**config.mk**
```make
export PLATFORM = sky130hd
export DESIGN_NAME = contador_reloj_fecha_flat
export DESIGN_NICKNAME = d
export VERILOG_FILES = /design/src/rtl/contador_reloj_fecha_pkg.sv /design/src/rtl/contador_reloj_fecha_if.sv /design/src/rtl/contador_reloj_fecha_dias_del_mes.sv /design/src/rtl/contador_reloj_fecha.sv /design/src/flat_wrapper.sv
export SDC_FILE = /design/constraint.sdc
export NUM_CORES = 1
export LEC_CHECK = 0
export BUFFER_PORTS_ARGS = -buffer_cell sky130_fd_sc_hd__buf_4
export CORE_AREA = 2 2 137 99
export CTS_CLUSTER_DIAMETER = 50
export DETAILED_ROUTE_END_ITERATION = 10
export DIE_AREA = 0 0 139 101
export GPL_TIMING_DRIVEN = 0
export PLACE_DENSITY = 0.46
export SLEW_MARGIN = 10
export SYNTH_ARGS = -nofsm -noshare
export SYNTH_HDL_FRONTEND = slang
export SYNTH_SLANG_ARGS = --single-unit
export TNS_END_PERCENT = 10
```
**constraint.sdc**
```tcl
create_clock -name clk -period 3.2 [get_ports clk]
set_clock_uncertainty 0.15 [all_clocks]
set_input_delay 0 -clock clk [delete_from_list [all_inputs] [get_ports clk]]
set_output_delay 0 -clock clk [all_outputs]
set_load 0.1 [all_outputs]
```
**src/rtl/contador_reloj_fecha_pkg.sv**
```systemverilog
// Shared field codes, limits and month constants for the clock/calendar counter.
package contador_reloj_fecha_pkg;

  localparam logic [2:0] CAMPO_SEG  = 3'd0;
  localparam logic [2:0] CAMPO_MIN  = 3'd1;
  localparam logic [2:0] CAMPO_HORA = 3'd2;
  localparam logic [2:0] CAMPO_DIA  = 3'd3;
  localparam logic [2:0] CAMPO_MES  = 3'd4;
  localparam logic [2:0] CAMPO_YEAR = 3'd5;

  localparam logic [5:0] MAX_SEG  = 6'd59;
  localparam logic [5:0] MAX_MIN  = 6'd59;
  localparam logic [4:0] MAX_HORA = 5'd23;
  localparam logic [3:0] MAX_MES  = 4'd12;
  localparam logic [4:0] MAX_YEAR = 5'd31;

  localparam logic [3:0] MES_ENE = 4'd1;
  localparam logic [3:0] MES_FEB = 4'd2;
  localparam logic [3:0] MES_ABR = 4'd4;
  localparam logic [3:0] MES_JUN = 4'd6;
  localparam logic [3:0] MES_SEP = 4'd9;
  localparam logic [3:0] MES_NOV = 4'd11;

  // Year count is an offset from 2000, so every multiple of 4 is a leap year.
  function automatic logic es_bisiesto(input logic [4:0] year);
    return (year & 5'd3) == 5'd0;
  endfunction

endpackage

```
**src/rtl/contador_reloj_fecha_if.sv**
```systemverilog
// Edit bus from the keyboard/edit controller into the clock/calendar counter.
interface contador_reloj_fecha_if;
  logic       edit_valid;
  logic [2:0] edit_campo;
  logic [6:0] edit_valor;
  logic       edit_err;

  modport master (
    output edit_valid,
    output edit_campo,
    output edit_valor,
    input  edit_err
  );

  modport slave (
    input  edit_valid,
    input  edit_campo,
    input  edit_valor,
    output edit_err
  );
endinterface

```
**src/rtl/contador_reloj_fecha_dias_del_mes.sv**
```systemverilog
// Days in a month for a given month/year count; purely combinational.
module dias_del_mes
  import contador_reloj_fecha_pkg::*;
(
  input  logic [3:0] mes,
  input  logic [4:0] year,
  output logic [4:0] dim
);

  always_comb begin
    dim = 5'd31;
    case (mes)
      MES_ABR, MES_JUN, MES_SEP, MES_NOV: dim = 5'd30;
      MES_FEB: dim = es_bisiesto(year) ? 5'd29 : 5'd28;
      default: dim = 5'd31;
    endcase
  end

endmodule

```
**src/rtl/contador_reloj_fecha.sv**
```systemverilog
// Real-time clock/calendar: one-second prescaler, cascaded time/date counters
// and single-field edit port with range checking and day clamping.
module contador_reloj_fecha
  import contador_reloj_fecha_pkg::*;
#(
  parameter int unsigned DIV      = 100000000,
  parameter int unsigned YEAR_RST = 16
) (
  input  logic                  clk,
  input  logic                  reset,
  input  logic                  en_cuenta,
  contador_reloj_fecha_if.slave edit,
  output logic [5:0]            Cuenta_Segundos,
  output logic [5:0]            Cuenta_Minutos,
  output logic [4:0]            Cuenta_Horas,
  output logic [6:0]            Cuenta_Dia,
  output logic [3:0]            Cuenta_Mes,
  output logic [4:0]            Cuenta_Year,
  output logic                  tick_seg
);

  localparam int unsigned    PW        = (DIV > 2) ? $clog2(DIV) : 1;
  localparam logic [PW-1:0]  PRESC_MAX = PW'(DIV - 1);

  logic [PW-1:0] presc_q, presc_d;
  logic          pend_q, pend_d;
  logic [5:0]    seg_q, seg_d;
  logic [5:0]    min_q, min_d;
  logic [4:0]    hora_q, hora_d;
  logic [4:0]    dia_q, dia_d;
  logic [3:0]    mes_q, mes_d;
  logic [4:0]    year_q, year_d;
  logic          tick_q, tick_d;
  logic          err_q, err_d;

  logic       tick_raw, tick_do;
  logic       edit_ok, edit_apply, seg_edit;
  logic [6:0] valor;
  logic [2:0] campo;
  logic [3:0] mes_cand;
  logic [4:0] year_cand;
  logic [4:0] dim_act, dim_cand;

  assign valor = edit.edit_valor;
  assign campo = edit.edit_campo;

  // Candidate month/year used to validate day edits and to clamp the day on month/year edits.
  assign mes_cand  = (campo == CAMPO_MES)  ? valor[3:0] : mes_q;
  assign year_cand = (campo == CAMPO_YEAR) ? valor[4:0] : year_q;

  dias_del_mes u_dim_act (
    .mes  (mes_q),
    .year (year_q),
    .dim  (dim_act)
  );

  dias_del_mes u_dim_cand (
    .mes  (mes_cand),
    .year (year_cand),
    .dim  (dim_cand)
  );

  assign tick_raw = en_cuenta && (presc_q == PRESC_MAX);

  always_comb begin
    edit_ok = 1'b0;
    case (campo)
      CAMPO_SEG:  edit_ok = valor <= 7'(MAX_SEG);
      CAMPO_MIN:  edit_ok = valor <= 7'(MAX_MIN);
      CAMPO_HORA: edit_ok = valor <= 7'(MAX_HORA);
      CAMPO_DIA:  edit_ok = (valor >= 7'd1) && (valor <= 7'(dim_cand));
      CAMPO_MES:  edit_ok = (valor >= 7'd1) && (valor <= 7'(MAX_MES));
      CAMPO_YEAR: edit_ok = valor <= 7'(MAX_YEAR);
      default:    edit_ok = 1'b0;
    endcase
  end

  assign edit_apply = edit.edit_valid && edit_ok;
  assign seg_edit   = edit_apply && (campo == CAMPO_SEG);
  // Any edit strobe defers the tick; it is replayed from pend_q on the next quiet cycle.
  assign tick_do    = !edit.edit_valid && (tick_raw || pend_q);

  always_comb begin
    presc_d = presc_q;
    pend_d  = edit.edit_valid && (tick_raw || pend_q) && !seg_edit;
    seg_d   = seg_q;
    min_d   = min_q;
    hora_d  = hora_q;
    dia_d   = dia_q;
    mes_d   = mes_q;
    year_d  = year_q;
    tick_d  = tick_do;
    err_d   = edit.edit_valid && !edit_ok;

    if (seg_edit) begin
      presc_d = '0;
    end else if (en_cuenta) begin
      presc_d = tick_raw ? '0 : presc_q + 1'b1;
    end

    if (tick_do) begin
      seg_d = seg_q + 6'd1;
      if (seg_q == MAX_SEG) begin
        seg_d = '0;
        min_d = min_q + 6'd1;
        if (min_q == MAX_MIN) begin
          min_d  = '0;
          hora_d = hora_q + 5'd1;
          if (hora_q == MAX_HORA) begin
            hora_d = '0;
            dia_d  = dia_q + 5'd1;
            if (dia_q >= dim_act) begin
              dia_d = 5'd1;
              mes_d = mes_q + 4'd1;
              if (mes_q >= MAX_MES) begin
                mes_d  = MES_ENE;
                year_d = (year_q == MAX_YEAR) ? '0 : year_q + 5'd1;
              end
            end
          end
        end
      end
    end else if (edit_apply) begin
      case (campo)
        CAMPO_SEG:  seg_d  = valor[5:0];
        CAMPO_MIN:  min_d  = valor[5:0];
        CAMPO_HORA: hora_d = valor[4:0];
        CAMPO_DIA:  dia_d  = valor[4:0];
        CAMPO_MES: begin
          mes_d = valor[3:0];
          if (dia_q > dim_cand) dia_d = dim_cand;
        end
        CAMPO_YEAR: begin
          year_d = valor[4:0];
          if (dia_q > dim_cand) dia_d = dim_cand;
        end
        default: ;
      endcase
    end
  end

  always_ff @(posedge clk) begin
    if (reset) begin
      presc_q <= '0;
      pend_q  <= 1'b0;
      seg_q   <= '0;
      min_q   <= '0;
      hora_q  <= '0;
      dia_q   <= 5'd1;
      mes_q   <= MES_ENE;
      year_q  <= 5'(YEAR_RST);
      tick_q  <= 1'b0;
      err_q   <= 1'b0;
    end else begin
      presc_q <= presc_d;
      pend_q  <= pend_d;
      seg_q   <= seg_d;
      min_q   <= min_d;
      hora_q  <= hora_d;
      dia_q   <= dia_d;
      mes_q   <= mes_d;
      year_q  <= year_d;
      tick_q  <= tick_d;
      err_q   <= err_d;
    end
  end

  assign Cuenta_Segundos = seg_q;
  assign Cuenta_Minutos  = min_q;
  assign Cuenta_Horas    = hora_q;
  assign Cuenta_Dia      = {2'b00, dia_q};
  assign Cuenta_Mes      = mes_q;
  assign Cuenta_Year     = year_q;
  assign tick_seg        = tick_q;
  assign edit.edit_err   = err_q;

endmodule

```
**src/flat_wrapper.sv**
```systemverilog
// flat-port wrapper written by rule: the top's interface ports become plain ports
module contador_reloj_fecha_flat import contador_reloj_fecha_pkg::*;
#(
  parameter int unsigned DIV      = 100000000,
  parameter int unsigned YEAR_RST = 16
)
  (clk, reset, en_cuenta, Cuenta_Segundos, Cuenta_Minutos, Cuenta_Horas, Cuenta_Dia, Cuenta_Mes, Cuenta_Year, tick_seg, edit_edit_valid, edit_edit_campo, edit_edit_valor, edit_edit_err);
  contador_reloj_fecha_if edit_i ();
  input  logic clk;
  input  logic reset;
  input  logic en_cuenta;
  output logic [5:0] Cuenta_Segundos;
  output logic [5:0] Cuenta_Minutos;
  output logic [4:0] Cuenta_Horas;
  output logic [6:0] Cuenta_Dia;
  output logic [3:0] Cuenta_Mes;
  output logic [4:0] Cuenta_Year;
  output logic tick_seg;
  input wire logic [$bits(edit_i.edit_valid)-1:0] edit_edit_valid;
  input wire logic [$bits(edit_i.edit_campo)-1:0] edit_edit_campo;
  input wire logic [$bits(edit_i.edit_valor)-1:0] edit_edit_valor;
  output wire logic [$bits(edit_i.edit_err)-1:0] edit_edit_err;
  assign edit_i.edit_valid = edit_edit_valid;
  assign edit_i.edit_campo = edit_edit_campo;
  assign edit_i.edit_valor = edit_edit_valor;
  assign edit_edit_err = edit_i.edit_err;
  contador_reloj_fecha #(.DIV(DIV), .YEAR_RST(YEAR_RST)) u_core (.clk(clk), .reset(reset), .en_cuenta(en_cuenta), .edit(edit_i), .Cuenta_Segundos(Cuenta_Segundos), .Cuenta_Minutos(Cuenta_Minutos), .Cuenta_Horas(Cuenta_Horas), .Cuenta_Dia(Cuenta_Dia), .Cuenta_Mes(Cuenta_Mes), .Cuenta_Year(Cuenta_Year), .tick_seg(tick_seg));
endmodule
```
# Yosys cells after proc, flatten, opt, wreduce, memory -nomap -nowiden

Index checks and enable logic that the tools add are counted.

$add $sub $neg: 7
Multipliers: 0
Div/mod/pow operators: 0
Magnitude comparators: 9
Equal/unequal tests: 26
Shift operators: 0
Multiplexer cells: 46
Bitwise logic cells: 0
Reductions and logical operators: 34

Operator list:

| kind                    | number |
|---|---|
| $mux W5                 | 22 |
| $mux W6                 | 9 |
| $mux W4                 | 8 |
| $add A27 B1 Y27 const B | 1 |
| $eq A27 B27 Y1 const B  | 1 |
| $mux W27                | 1 |
| $eq A4 B3 Y1 const B    | 4 |
| $eq A4 B4 Y1 const B    | 4 |
| $add A5 B1 Y5 const B   | 3 |
| $le A7 B5 Y1 const B    | 2 |
| $add A6 B1 Y6 const B   | 2 |
| $eq A6 B6 Y1 const B    | 2 |
| $reduce_and A6 Y1       | 2 |
| $eq A5 B5 Y1 const B    | 2 |
| $logic_not A5 Y1        | 2 |
| $ne A2 B2 Y1 const B    | 5 |
| $pmux W5 S2             | 1 |
| $reduce_bool A2 Y1      | 5 |
| $logic_and A1 B1 Y1     | 9 |
| $eq A4 B2 Y1 const B    | 2 |
| $pmux W2 S2             | 2 |
| $reduce_or A4 Y1        | 2 |
| $ge A7 B1 Y1 const B    | 1 |
| $le A7 B4 Y1 const B    | 1 |
| other kinds (22)        | 29 |

Bits in registers: 61
Latch bits: 0
RAM bits: 0
ROM bits: 0
Bits of input ports: 14
Output and inout bits: 35
Word-level logic and storage cells: 133
Memories: 0

# Logic depth before layout (Yosys ltp)

Word-level depth: 12
Gate-level depth with buffers: 15
Gate-level depth less buffers: 13

# By module

From an unflattened synthesis, not the netlist that was laid out.

Cells, all modules: 520
Area total of the unflattened synthesis: 4120.2 µm²

Modules (own cells, without submodules):

| module               | instances | cells an instance | area an instance (µm²) | sequential area each (µm²) |
|---|---|---|---|---|
| contador_reloj_fecha | 1         | 500               | 3975.1                 | 1221.2 |
| dias_del_mes         | 2         | 10                | 72.6                   | 0.0 |

# Worst setup path after synthesis

No wires, ideal clock.

Kind: flip-flop to flip-flop
Start: reg u_core.mes_q[0] (netlist: u_core.Cuenta_Mes[0])
End: reg u_core.presc_q[8]
Library setup time: 0.064 ns
Data arrival time: 3.716 ns
Required time: 2.986 ns
Path slack: -0.730 ns
Cell stages (with the launch flop): 15
Buffers on the path: 3
Period minus slack after synthesis: 3.930 ns
Path through: dfxtp_1 -> nor4b_1 -> mux2_2 -> a221oi_1 -> ha_1 -> nor2_1 -> and3_1 -> a211oi_2 -> o2111a_1 -> buf_2 -> or2_2 -> nand2b_1 -> buf_2 -> buf_4 -> nor2_1

Longest elaborated chain between the ends: 10
Elaborated cells on any way between the ends: 14
Classes of those cells: order compare: 1; eq/ne: 5; mux: 3; reduce/logical: 5

Ends and longest elaborated chain:

| what                                         | RTL line                                | text |
|---|---|---|
| start, declared                              | contador_reloj_fecha.sv:31              | `logic [3:0] mes_q, mes_d;` |
| start signal, assigned                       | contador_reloj_fecha.sv:161             | `mes_q <= mes_d;` |
| $mux W4 *                                    | --                                      |  |
| $eq A4 B3 Y1 or $eq A4 B4 Y1 (tied branches) | contador_reloj_fecha_dias_del_mes.sv:12 | `case (mes)` |
| $reduce_or A4 Y1                             | contador_reloj_fecha_dias_del_mes.sv:12 |  |
| $pmux W2 S2 *                                | contador_reloj_fecha_dias_del_mes.sv:12 |  |
| $le A7 B5 Y1 *                               | contador_reloj_fecha.sv:71              | `CAMPO_DIA: edit_ok = (valor >= 7'd1) && (valor <= 7'(dim_cand));` |
| $logic_and A1 B1 Y1 *                        | contador_reloj_fecha.sv:71              |  |
| $pmux W1 S5 *                                | contador_reloj_fecha.sv:67              | `case (campo)` |
| $logic_and A1 B1 Y1 *                        | contador_reloj_fecha.sv:78              | `assign edit_apply = edit.edit_valid && edit_ok;` |
| $logic_and A1 B1 Y1 *                        | contador_reloj_fecha.sv:79              | `assign seg_edit = edit_apply && (campo == CAMPO_SEG);` |
| $reduce_or A2 Y1 (no line) *                 | --                                      |  |
| end signal, assigned                         | contador_reloj_fecha.sv:155             | `presc_q <= presc_d;` |
| end, declared                                | contador_reloj_fecha.sv:25              | `logic [PW-1:0] presc_q, presc_d;` |

Every way passes the cells marked *; elsewhere a longest branch is shown, timed or not.
A chain may end at the register's enable or synchronous reset.

# Worst setup path in the final report

Start: reg u_core.presc_q[9]
End: reg u_core.dia_q[4]

Longest elaborated chain between the ends: 6
Elaborated cells on any way between the ends: 12
Classes of those cells: eq/ne: 5; mux: 1; reduce/logical: 6

Ends and longest elaborated chain:

| what                                           | RTL line                    | text |
|---|---|---|
| $eq A27 B27 Y1 *                               | contador_reloj_fecha.sv:63  | `assign tick_raw = en_cuenta && (presc_q == PRESC_MAX);` |
| $logic_and A1 B1 Y1 *                          | contador_reloj_fecha.sv:63  |  |
| $logic_or A1 B1 Y1 *                           | contador_reloj_fecha.sv:81  | `assign tick_do = !edit.edit_valid && (tick_raw \|\| pend_q);` |
| $logic_and A1 B1 Y1 *                          | contador_reloj_fecha.sv:81  |  |
| $ne A3 B1 Y1 (no line) (tied with other cells) | --                          |  |
| $reduce_and A6 Y1 (no line)                    | --                          |  |
| end signal, assigned                           | contador_reloj_fecha.sv:160 | `dia_q <= dia_d;` |
| end, declared                                  | contador_reloj_fecha.sv:30  | `logic [4:0] dia_q, dia_d;` |

Marks and branches as above.

==> metrics.md <==
| Metric | Value |
|---|---|
| Area contributors post-synth | dfxtp_1 (32%), nor2_1 (6.6%), ha_1 (5.2%) |
| Worst r2r src | u_core.presc_q[9] |
| Longest Clk Path Bufs | 2 |
| Metal2 WL | 4840 um |
| Leakage | around 1.9 nW |
| Switching power of the nets | 501 uW |
| CP arrival | 3.19 ns |
| Period minus WS final | 3.10 ns |
| DR DRC count | 0 |
| # setup viols final | 0 |
| Hold Crit Class | in2reg |
| Ys async rst share | 0% |
| Die Area | 14000 um2 |
| Area share of the largest cell type after synthesis | 31.6% |
| Unrepaired setup endpoints after global routing | true |
| GP Congestion | ~0.85 |
| CTS root buf | clkbuf_16 |
| Vias | 3740 |
| Element type at the critical path end | flop |
| Peak VDD IR | 0.252 mV |
| DR WL/cell | between 15 and 20 um |
| Worst setup SP type | flop |
| Main synth FF type | dfxtp_1 |
| Seq/Total Area, Yosys | about a third |
| Ant. Diodes | 0 |
| Flop and latch count out of synthesis | 61 |
| Number of global-route vias before repair | roughly 3.6k |
| Share of post-route cells with drive strength above 1 | about 22% |
| Grt total ovfl | 0 |
| Synth area leader | dfxtp_1 |
| Total routed wirelength | 12000 um |
| Setup CP Type | reg2reg |
| Clock slew at reported path FFs | 0.06 ns |
| Synthesis warning total | 0 |
| All-Layer GR Usage | 17.7% |
| Initial Util | 30.2% |
| Max layer used | met4 |
| Worst-Margin Slew | 0.721 ns |
| Worst skew pair latency | between 0.3 and 0.4 ns |
| Core Footprint | 12800 um2 |
| Req. time, crit path | 3.29 ns |
| Period utilization | 97.0% |
| Status | completed |
| CTS Buf Count | 9 |
| Row cnt | 35 |
| Syn Area/Cell | approximately 8 um2 |
| Synth cell types | 68 |
| First-pass GRT wire length | a little under 20000 um |
| M1 wire length | approximately 6500 um |
| Die H | a little over 100 um |
| Worst slack at placement | -0.528 ns |
| Layout area overhead | 30.3% |
| Remaining antenna violation count | 0 |
| Sw Ratio | 24.5% |
| Pint | 1.55 mW |
| Ports | 49 |
| CTS tree | done |
| H-tree depth | 3 |
| Post-route setup slack | 0.0958 ns |
| Count leader, synth | nor2_1 |
| Placed insts | 694 |
| Fmax | around 320 MHz |
| Worst Path Max Fanout | 8 |
| Layout Nets | 584 |
| Pre-antenna DRT Iters | 4 |
| Via density | 5.16 |
| Number of max-cap violations | 0 |
| Finished Layout Cells | just over 700 |
| Clock Power Share | 53.2% |
| Sink Count | 61 |
| Final Util | between 30 and 40% |
| Initial antenna violation count | 0 |
| Initial drt markers | 260 |
| Comb power frac | under 10% |
| Port Buffers | 44 |
| Worst setup path startpoint | u_core.presc_q[9] |
| Hold_sp | edit_edit_valor[0] |
| Post-Syn Area | 3860 um2 |
| Power density over the cells | 408 nW/um2 |
| Commonest cells post-synth | nor2_1 (68), dfxtp_1 (61), nand2_1 (32) |
| Post-DP HPWL | 8640 um |
| Die Span X | 139 um |
| EDFF count, synth | 0 |
| Metal3 WL | 546 um |
| Part of the power in registers | a little under two fifths |
| Synthesized instance count | 483 |
| Largest net degree at the start of global routing | 11 |
| Final Hold Fails | 0 |
| Slew HR | 52.0% |
| Slew Limit Fails | 0 |
-- per-layer routing --
metal  track usage [%]  up-vias
met1              26.2     1775
met4              5.36        0
met3              3.80        9
met2              25.7       77
met5                 0        -
li1                  -     1879
-- stage by stage --
step | setup TNS, ns | instance area [um2] | hold slack, ns | power (mW)
after floorplan | 0 | 3920 | -0.00171 | 0.901
after global placement | -15.02 | 4460 | 0.162 | 0.955
after detailed placement | -17.59 | 4460 | 0.171 | 0.956
after CTS | -0.218 | 4890 | 0.0203 | 2.06
after global routing | -0.414 | 5030 | 0.0622 | 2.12
final | 0 | 5030 | 0.0313 | 2.05
-- power by group through the flow --
stage	Clock, mW	Combinational (mW)	Sequential (mW)
2_1_floorplan	0	0.0887	0.812
3_3_place_gp	0	0.169	0.786
3_5_place_dp	0	0.169	0.786
4_1_cts	1.11	0.178	0.770
5_1_grt	1.14	0.203	0.771
6_report	1.09	0.190	0.770
-- placed cells by master, fill, tap and decap left out, types with 14 or more instances in the layout --
cell / netlist / layout
dfxtp_1: 61 / 55
ha_1: 16 / 14
nand2_1: 32 / 32
nand3_1: 21 / 21
o21ai_0: 21 / 17
xor2_1: 19 / 19
a21oi_1: 26 / 24
buf_4: 4 / 55
nor3_1: 15 / 15
nor2_1: 68 / 66
-- layout make-up --
type | instances | area, um2
repair buffers | 59 | 458
well taps | 166 | 208
flip-flops and latches | 61 | 1240
clock buffers | 12 | 256
multi-input cells | 383 | 2590
inverters | 14 | 52.6
clock inverters | 4 | 70.1
fillers | 1353 | 7760
plain buffers | 26 | 154
-- logic make-up (layout without fill, tap and decap cells) --
kind of cell,Yosys count,count (layout),share of synthesized area (%)
xor gates and xnor gates,29,29,6.58
muxes,15,15,3.96
AOI/OAI and AO/OA,109,109,19.1
other,1,2,0.0972
adders and majority gates,17,17,5.45
buffers and inverters,40,115,4.38
DFF,61,61,31.6
and+or+nand+nor,211,211,28.8
-- timing repair --
action,in CTS,in global routing
endpoints found under the hold margin,11,0
hold buffers,6,0
setup buffers,2,7
setup endpoints to repair,29,48
gates resized for setup,7,31
pin swaps,2,15
-- worst max-delay path, stage by stage, from the launching register on --
cell and delay (ns):
dfxtp_1 0.35, or4b_4 0.57, nor4_4 0.37, a41oi_2 0.32, or3_1 0.51, o22ai_2 0.34, o21ai_1 0.13, a32o_1 0.27
-- worst paths after layout --
| kind | cells after the start | end | slack, ns |
|---|---|---|---|
| worst max-delay path | 7 | u_core.dia_q[4] | 0.1 |
| worst min-delay path | 4 | u_core.Cuenta_Segundos[0] | 0.03 |
| worst max register to register | 7 | u_core.dia_q[4] | 0.1 |
| worst min register to register | 2 | u_core.Cuenta_Horas[1] | 0.36 |
-- registers in the layout, indices dropped and copies added (netlist names) --
name / cells
u_core.pend_q: 1
u_core.dia_q: 5
u_core.tick_seg: 1
u_core.presc_q: 27
u_core.edit.edit_err: 1
u_core.Cuenta_Year: 5
u_core.Cuenta_Minutos: 6
u_core.Cuenta_Horas: 5
u_core.Cuenta_Mes: 4
u_core.Cuenta_Segundos: 6
Power figures use the tool's default switching activity.
